==> config.mk <==
export PLATFORM = sky130hd
export DESIGN_NAME = chan_sequencer
export DESIGN_NICKNAME = d
export VERILOG_FILES = /design/src/rtl/chan_sequencer_pkg.sv /design/src/rtl/chan_sequencer_dwell_counter.sv /design/src/rtl/chan_sequencer.sv
export SDC_FILE = /design/constraint.sdc
export NUM_CORES = 1
export LEC_CHECK = 0
export ABC_AREA = 1
export ABC_CLOCK_PERIOD_IN_PS = 1700
export CORE_ASPECT_RATIO = 1.2
export CORE_UTILIZATION = 25
export DETAILED_ROUTE_END_ITERATION = 16
export SLEW_MARGIN = 20
export SYNTH_ARGS = -nofsm -noshare
export SYNTH_HDL_FRONTEND = slang
export SYNTH_SLANG_ARGS = --single-unit
==> constraint.sdc <==
create_clock -name clk -period 1.7 [get_ports clk]
set_input_delay 0.34 -clock clk [delete_from_list [all_inputs] [get_ports clk]]
set_output_delay 0.34 -clock clk [all_outputs]
set_load 0.005 [all_outputs]
==> src/rtl/chan_sequencer_pkg.sv <==
// chan_sequencer_pkg: shared state encoding and widths for the channel sequencer
package chan_sequencer_pkg;
  localparam int SEL_W = 4;
  localparam int NUM_CH_DEF = 6;
  typedef enum logic [1:0] {
    ST_IDLE = 2'd0,
    ST_RUN  = 2'd1,
    ST_DONE = 2'd2
  } state_t;
endpackage

==> src/rtl/chan_sequencer_dwell_counter.sv <==
// dwell_counter: loadable up-counter that wraps to 0 on reaching its latched limit
module dwell_counter #(
  parameter int DWELL_W = 16
) (
  input  logic               clk,
  input  logic               rst,
  input  logic               load_i,
  input  logic [DWELL_W-1:0] limit_i,
  input  logic               clr_i,
  input  logic               inc_i,
  output logic               term_o
);
  logic [DWELL_W-1:0] cnt_q, lim_q;
  assign term_o = cnt_q == lim_q;
  always_ff @(posedge clk or posedge rst) begin
    if (rst) begin
      cnt_q <= '0;
      lim_q <= '0;
    end else if (load_i) begin
      cnt_q <= '0;
      lim_q <= limit_i;
    end else if (clr_i) begin
      cnt_q <= '0;
    end else if (inc_i) begin
      cnt_q <= term_o ? '0 : cnt_q + 1'b1;
    end
  end
endmodule

==> src/rtl/chan_sequencer.sv <==
// chan_sequencer: steps a registered channel select through 0..NUM_CH-1 with a programmable dwell
module chan_sequencer
  import chan_sequencer_pkg::*;
#(
  parameter int NUM_CH  = NUM_CH_DEF,
  parameter int DWELL_W = 16
) (
  input  logic               clk,
  input  logic               rst,
  input  logic               start,
  input  logic               stop,
  input  logic               mode_cont,
  input  logic [DWELL_W-1:0] dwell,
  output logic [SEL_W-1:0]   sel,
  output logic               sel_en,
  output logic               busy,
  output logic               done,
  output logic               wrap
);
  localparam logic [SEL_W-1:0] LAST = SEL_W'(NUM_CH - 1);
  state_t           state_q;
  logic [SEL_W-1:0] sel_q;
  logic             sel_en_q, busy_q, done_q, wrap_q, mode_q, term;
  logic             load, clr, inc;
  assign load = state_q == ST_IDLE && start && !stop;
  assign clr  = state_q == ST_RUN && stop;
  assign inc  = state_q == ST_RUN && !stop;
  dwell_counter #(.DWELL_W(DWELL_W)) u_cnt (
    .clk     (clk),
    .rst     (rst),
    .load_i  (load),
    .limit_i (dwell),
    .clr_i   (clr),
    .inc_i   (inc),
    .term_o  (term)
  );
  always_ff @(posedge clk or posedge rst) begin
    if (rst) begin
      state_q  <= ST_IDLE;
      sel_q    <= '0;
      sel_en_q <= 1'b0;
      busy_q   <= 1'b0;
      done_q   <= 1'b0;
      wrap_q   <= 1'b0;
      mode_q   <= 1'b0;
    end else begin
      done_q <= 1'b0;
      wrap_q <= 1'b0;
      case (state_q)
        ST_IDLE: if (load) begin
          state_q  <= ST_RUN;
          sel_q    <= '0;
          sel_en_q <= 1'b1;
          busy_q   <= 1'b1;
          mode_q   <= mode_cont;
        end
        ST_RUN: if (stop) begin
          state_q  <= ST_IDLE;
          sel_q    <= '0;
          sel_en_q <= 1'b0;
          busy_q   <= 1'b0;
        end else if (term) begin
          if (sel_q != LAST) begin
            sel_q <= sel_q + 1'b1;
          end else if (mode_q) begin
            sel_q  <= '0;
            wrap_q <= 1'b1;
          end else begin
            state_q  <= ST_DONE;
            sel_en_q <= 1'b0;
            done_q   <= 1'b1;
          end
        end
        ST_DONE: begin
          state_q <= ST_IDLE;
          sel_q   <= '0;
          busy_q  <= 1'b0;
        end
        default: state_q <= ST_IDLE;
      endcase
    end
  end
  assign sel    = sel_q;
  assign sel_en = sel_en_q;
  assign busy   = busy_q;
  assign done   = done_q;
  assign wrap   = wrap_q;
endmodule

## Yosys cells after proc, flatten, opt, wreduce, memory -nomap -nowiden

Index checks and enable logic that the tools add are counted.

| storage, ports and cells | value |
|---|---|
| bits in registers | 43 |
| input bits | 21 |
| logic and storage cells | 69 |

| operators by class | value |
|---|---|
| $add $sub $neg | 2 |
| eq/ne operators | 10 |
| muxes and demuxes | 34 |
| reductions and logical operators | 14 |

Operators by type and width:

| cell | number |
|---|---|
| 16-bit 2-to-1 mux | 4 |
| 4-bit 2-to-1 mux | 5 |
| 16-bit by 1-bit adder with 16-bit output, second input constant | 1 |
| 16-bit equality test | 1 |
| 1-bit 2-to-1 mux | 16 |
| 4-bit case mux with 3 select lines | 1 |
| 2-bit 2-to-1 mux | 5 |
| 4-bit by 3-bit != test with 1-bit output, second input constant | 2 |
| 4-bit AND reduction | 2 |
| 3-bit != test, second input constant | 2 |
| 3-bit nonzero test | 2 |
| 5-bit AND reduction | 1 |
| 4-bit by 1-bit adder with 4-bit output, second input constant | 1 |
| 1-bit logical AND | 4 |
| 2-bit != test, second input constant | 2 |
| 2-bit case mux with 2 select lines | 1 |
| 3-bit by 2-bit != test with 1-bit output, second input constant | 1 |
| 1-bit case mux with 3 select lines | 1 |
| 3-bit AND reduction | 1 |
| 2-bit by 1-bit equality test with 1-bit output, second input constant | 1 |
| 2-bit equality test, second input constant | 1 |
| 2-bit zero test | 1 |
| 1-bit case mux with 2 select lines | 1 |
| 2-bit AND reduction | 1 |
| 2 further kinds | 2 |

## Longest topological paths before layout

| depth | value |
|---|---|
| word-level depth | 5 |
| mapped depth | 11 |

## Hierarchy

Synthesis repeated with hierarchy kept, for this count alone.

| unflattened totals | value |
|---|---|
| cells, all modules | 352 |
| area, all modules | 2,512.4 sq um |

Modules (own cells, without submodules):

| module | instances | cells an instance | area each (sq um) | sequential area each (sq um) |
|---|---|---|---|---|
| dwell_counter | 1 | 254 | 1,810.5 | 800.8 |
| chan_sequencer | 1 | 98 | 701.9 | 275.3 |

## Worst setup path before layout

No wires, ideal clock.

| timing path | value |
|---|---|
| kind | register to register |
| start point | register state_q[1] |
| end point | register state_q[0] |
| setup time | 0.117 ns |
| data arrival time | 1.469 ns |
| path slack | 0.114 ns |
| stages on the path, launching flop included | 10 |
| path buffers | 0 |
| clock period less this slack | 1.586 ns |
| cell sequence | dfrtp_1 > inv_1 > ha_1 > nand2_4 > nor2_8 > nor2_1 > nor3_1 > nand2_2 > nand2_1 > nand2_1 |

| on the way | value |
|---|---|
| word-level cells in the longest chain between the ends | 5 |
| elaborated cells between the ends (all ways) | 10 |
| classes of those cells | 5 x eq/ne; 1 x mux; 4 x reduce/logical |

RTL lines:

| what | line | RTL |
|---|---|---|
| start: declaration | chan_sequencer.sv:21 | `state_t state_q;` |
| start signal: assignment | chan_sequencer.sv:39 | `state_q <= ST_IDLE;` |
| start signal: assignment | chan_sequencer.sv:51 | `state_q <= ST_RUN;` |
| start signal: assignment | chan_sequencer.sv:58 | `state_q <= ST_IDLE;` |
| 2-bit zero test | chan_sequencer.sv:25, chan_sequencer.sv:49 |  |
| 1-bit logical AND (2 in series) | chan_sequencer.sv:25 | `assign load = state_q == ST_IDLE && start && !stop;` |
| 2-bit != test (no line) | - |  |
| 4-bit AND reduction (no line) | - |  |

Several ways; a longest one is shown, not always the timed one.
A chain may end at the register's enable or synchronous reset.

## Final worst setup path

| timing path | value |
|---|---|
| start point | register sel_q[0] (netlist: sel[0]) |
| end point | output port sel[0] |

RTL lines:

| what | line | RTL |
|---|---|---|
| start: declaration | chan_sequencer.sv:22 | `logic [SEL_W-1:0] sel_q;` |
| start signal: assignment | chan_sequencer.sv:64 | `sel_q <= sel_q + 1'b1;` |
| end: declaration | chan_sequencer.sv:14 | `output logic [SEL_W-1:0] sel,` |

No word-level cell between the ends.

==> flow_summary_export.csv <==
group,metric,value,unit
global_routing,grt_pass1_vias,2081,
pwr,comb_power_share,40.0,%
global_routing,overflow,0,
timing,timing.clock.skew,8.58,ps
pwr,clockPowerShare,25.7,%
synthesis,syn_area_per_cell,7.84,sq um
die,initial_core_util,25.9,%
setup_path,cp_num_buf_inv,1,
die,die_area,10400,sq um
timing,setup_ws,106,ps
place,place_ws,-120,ps
setup_path,cpMaxStageDelayCell,"clkdlybuf4s50_1",
finish,area_growth,30.3,%
timing,post-route-period-util,93.7,%
clocking,cts_buffers,5,
timing,fmax,627,MHz
clocking,worstSkewPairLatency,290,ps
synthesis,synth_warnings,0,
timing,setup_viol,0,
clocking,postCtsSetupRepairBufs,0,
setup_path,critPathRequiredTime,1360,ps
clocking,cts_tree,"built",
setup_path,reg2reg_from,"state_q[0]",
timing,tightest_slew,378,ps
setup_path,critPathKind,"flip-flop to primary output",
worst_hold_path,hp-class,"primary input to asynchronous set/reset pin",
finish,drive_gt1_share,17.3,%
pwr,switching_share,36.7,%
timing,hold_viol_final,0,
setup_path,crit_path_end,"sel[0]",
setup_path,reg2reg_slack,140,ps
pwr,irDropWorstVdd,0.000497,V
synthesis,synthesis.area,2490,sq um
synthesis,ys_seq_area_share,43.2,%
timing,whs,390,ps
synthesis,synth_flop_cell,"dfrtp_1",
setup_path,crit_arrival,1250,ps
outcome,status,"finished clean",
setup_path,path_delay_family,"buffers and inverters",
setup_path,endpoint_kind,"primary output",
setup_path,path_max_fanout,6,
job,drv_cap,0,
clocking,holdBufCountCts,0,
detailed_routing,drc,0,
pwr,power.internal,2.78,mW
pwr,power.leakage,1.48,nW
die,core-area,9610,sq um
timing,drv_slew,0,
place,place_congestion,0.848,
setup_path,slowest_delay,530,ps
synthesis,syn-num-nets,346,
global_routing,grt_pass1_wl,9.36,mm
detailed_routing,drt_iter0_drc,115,
synthesis,synth_edf_count,0,
clocking,path_clk_slew,60,ps
die,ioPinCount,29,
synthesis,synthCells,318,
setup_path,r2r_end,"u_cnt.cnt_q[3]",
detailed_routing,wire_per_inst,11.2,um
finish,nets,392,
die,rows,39,
detailed_routing,drt_first_pass_iters,4,
detailed_routing,ant_nets,0,
synthesis,synth_async_sr_flop_share,100,%
timing,finalWorstPathRequiredPeriod,1590,ps
global_routing,antenna_found_initial,0,
clocking,clock-root-buffer,"clkbuf_16",
synthesis,ys_types,30,
timing,relSlewSlack,74.6,%
clocking,clock_path_buffers,2,
place,detailed_place_hpwl,4.05,mm
pwr,p_per_area,1350,nW/um^2
detailed_routing,num_vias,2122,
setup_path,reg2regPathDepth,9,
clocking,htree_levels,2,
die,die_h,111,um
setup_path,cp_cell_sequence,"clkdlybuf4s50_1",
place,io_buffers,28,
pwr,p_switching,1.61,mW
global_routing,track_usage,11.4,%
pwr,p_seq_share,34.2,%
detailed_routing,viasPerCell,4.35,
setup_path,crit_start,"sel[0]",
finish,antenna_cells,0,
global_routing,grt_max_degree,44,
clocking,cts_num_sinks,43,
die,fp.dieW,93.2,um
setup_path,cp.depth,1,
synthesis,ys_ff_latch,43,
detailed_routing,wl,5.49,mm
setup_path,crit_path_start_kind,"flip-flop",
## placed cells by master (no fill, tap or decap), types with 3 or more instances in the layout
cell,count
o21ai_0,20
nand3_1,9
inv_2,6
nand2_1,95
dfrtp_2,3
o21ai_2,4
buf_4,14
dfrtp_1,40
nand3_2,3
nand2_4,4
nor3_1,6
nor2_2,4
clkdlybuf4s50_1,28
nand4_1,6
nor2_4,4
inv_1,43
clkbuf_16,5
a21oi_1,6
xor2_1,12
nor2_1,17
nand2_2,3
ha_1,6
o22ai_1,7
## cells by family after synthesis
group,share of synthesized area [%]
AO/OA/AOI/OAI,10.4
flip-flops,43.2
buffers and inverters,8.18
AND/OR/NAND/NOR,30.5
XOR/XNOR,4.21
adder cells (fa/ha/maj),3.51
## per-stage QoR
step | total power [mW] | instances | TNS [ps] | area, sq um | utilization, %
CTS | 4.37 | 488 | 0 | 3210 | 33.4
detailed placement | 3.22 | 480 | -1210 | 3040 | 31.6
floorplan | 2.64 | 318 | 0 | 2490 | -
global placement | 3.21 | 480 | -661 | 3040 | 31.6
finish | 4.39 | 488 | 0 | 3250 | 33.8
global route | 4.74 | 488 | -2.66 | 3250 | 33.8
## power groups by stage
stage          logic [mW]  clock network [mW]  registers [mW]
6_report             1.76                1.13            1.50
5_1_grt              2.02                1.18            1.55
4_1_cts              1.72                1.15            1.50
3_5_place_dp         1.71                   0            1.51
3_3_place_gp         1.70                   0            1.51
2_1_floorplan        1.17                   0            1.47
## sequential cells by signal, indices dropped and copies added (netlist names)
register	cells
wrap	1
u_cnt.cnt_q	16
sel_en	1
busy	1
u_cnt.lim_q	16
sel	4
done	1
mode_q	1
state_q	2
## cell type report
| type | instances | area [sq um] |
|---|---|---|
| Inverter | 50 | 188 |
| Multi-Input combinational cell | 221 | 1250 |
| Tap cell | 123 | 154 |
| Sequential cell | 43 | 1080 |
| Timing Repair Buffer | 43 | 405 |
| Fill cell | 1002 | 6360 |
| Clock buffer | 6 | 139 |
| Clock inverter | 2 | 35.0 |
## cell usage after synthesis, types with 2 or more instances
master,instances,area [sq um]
o22ai_1,7,43.8
nor4_1,2,12.5
nand3_1,10,50.1
nand3_2,3,30.0
nor2_2,4,25.0
nand2_1,95,357
nor3_1,7,35.0
o21ai_0,20,100
xor2_1,12,105
nor2_4,3,33.8
a21oi_1,6,30.0
clkbuf_1,2,7.51
a31oi_1,3,18.8
inv_2,5,18.8
nand2_4,4,45.0
nand2_2,3,18.8
nor2_1,18,67.6
o21ai_2,4,35.0
dfrtp_1,43,1080
nand4_1,6,37.5
inv_1,45,169
a21oi_2,2,17.5
ha_1,7,87.6
## routing by layer
metal	up-vias	wire [um]	global-route usage, %
met2	24	2750	19.4
li1	1101	-	-
met1	987	2440	13.4
met3	10	146	2.66
met4	0	145	5.64
met5	-	0	0
## how the worst min path moves through the flow
stage / cells past startpoint / from / slack, ps / endpoint
finish: 3 / rst / 390 / u_cnt.lim_q[5]
global route: 3 / rst / 440 / sel_en
detailed placement: 1 / mode_q / 470 / done
CTS: 3 / rst / 410 / sel_en
global placement: 1 / mode_q / 490 / done
floorplan: 1 / mode_q / 430 / done
## repair_timing
action / 4_1_cts / 5_1_grt
gates resized for setup: 0 / 11
endpoints found under the setup margin: 0 / 16
hold endpoints to repair: 0 / 0
(Power assumes the default switching activity.)
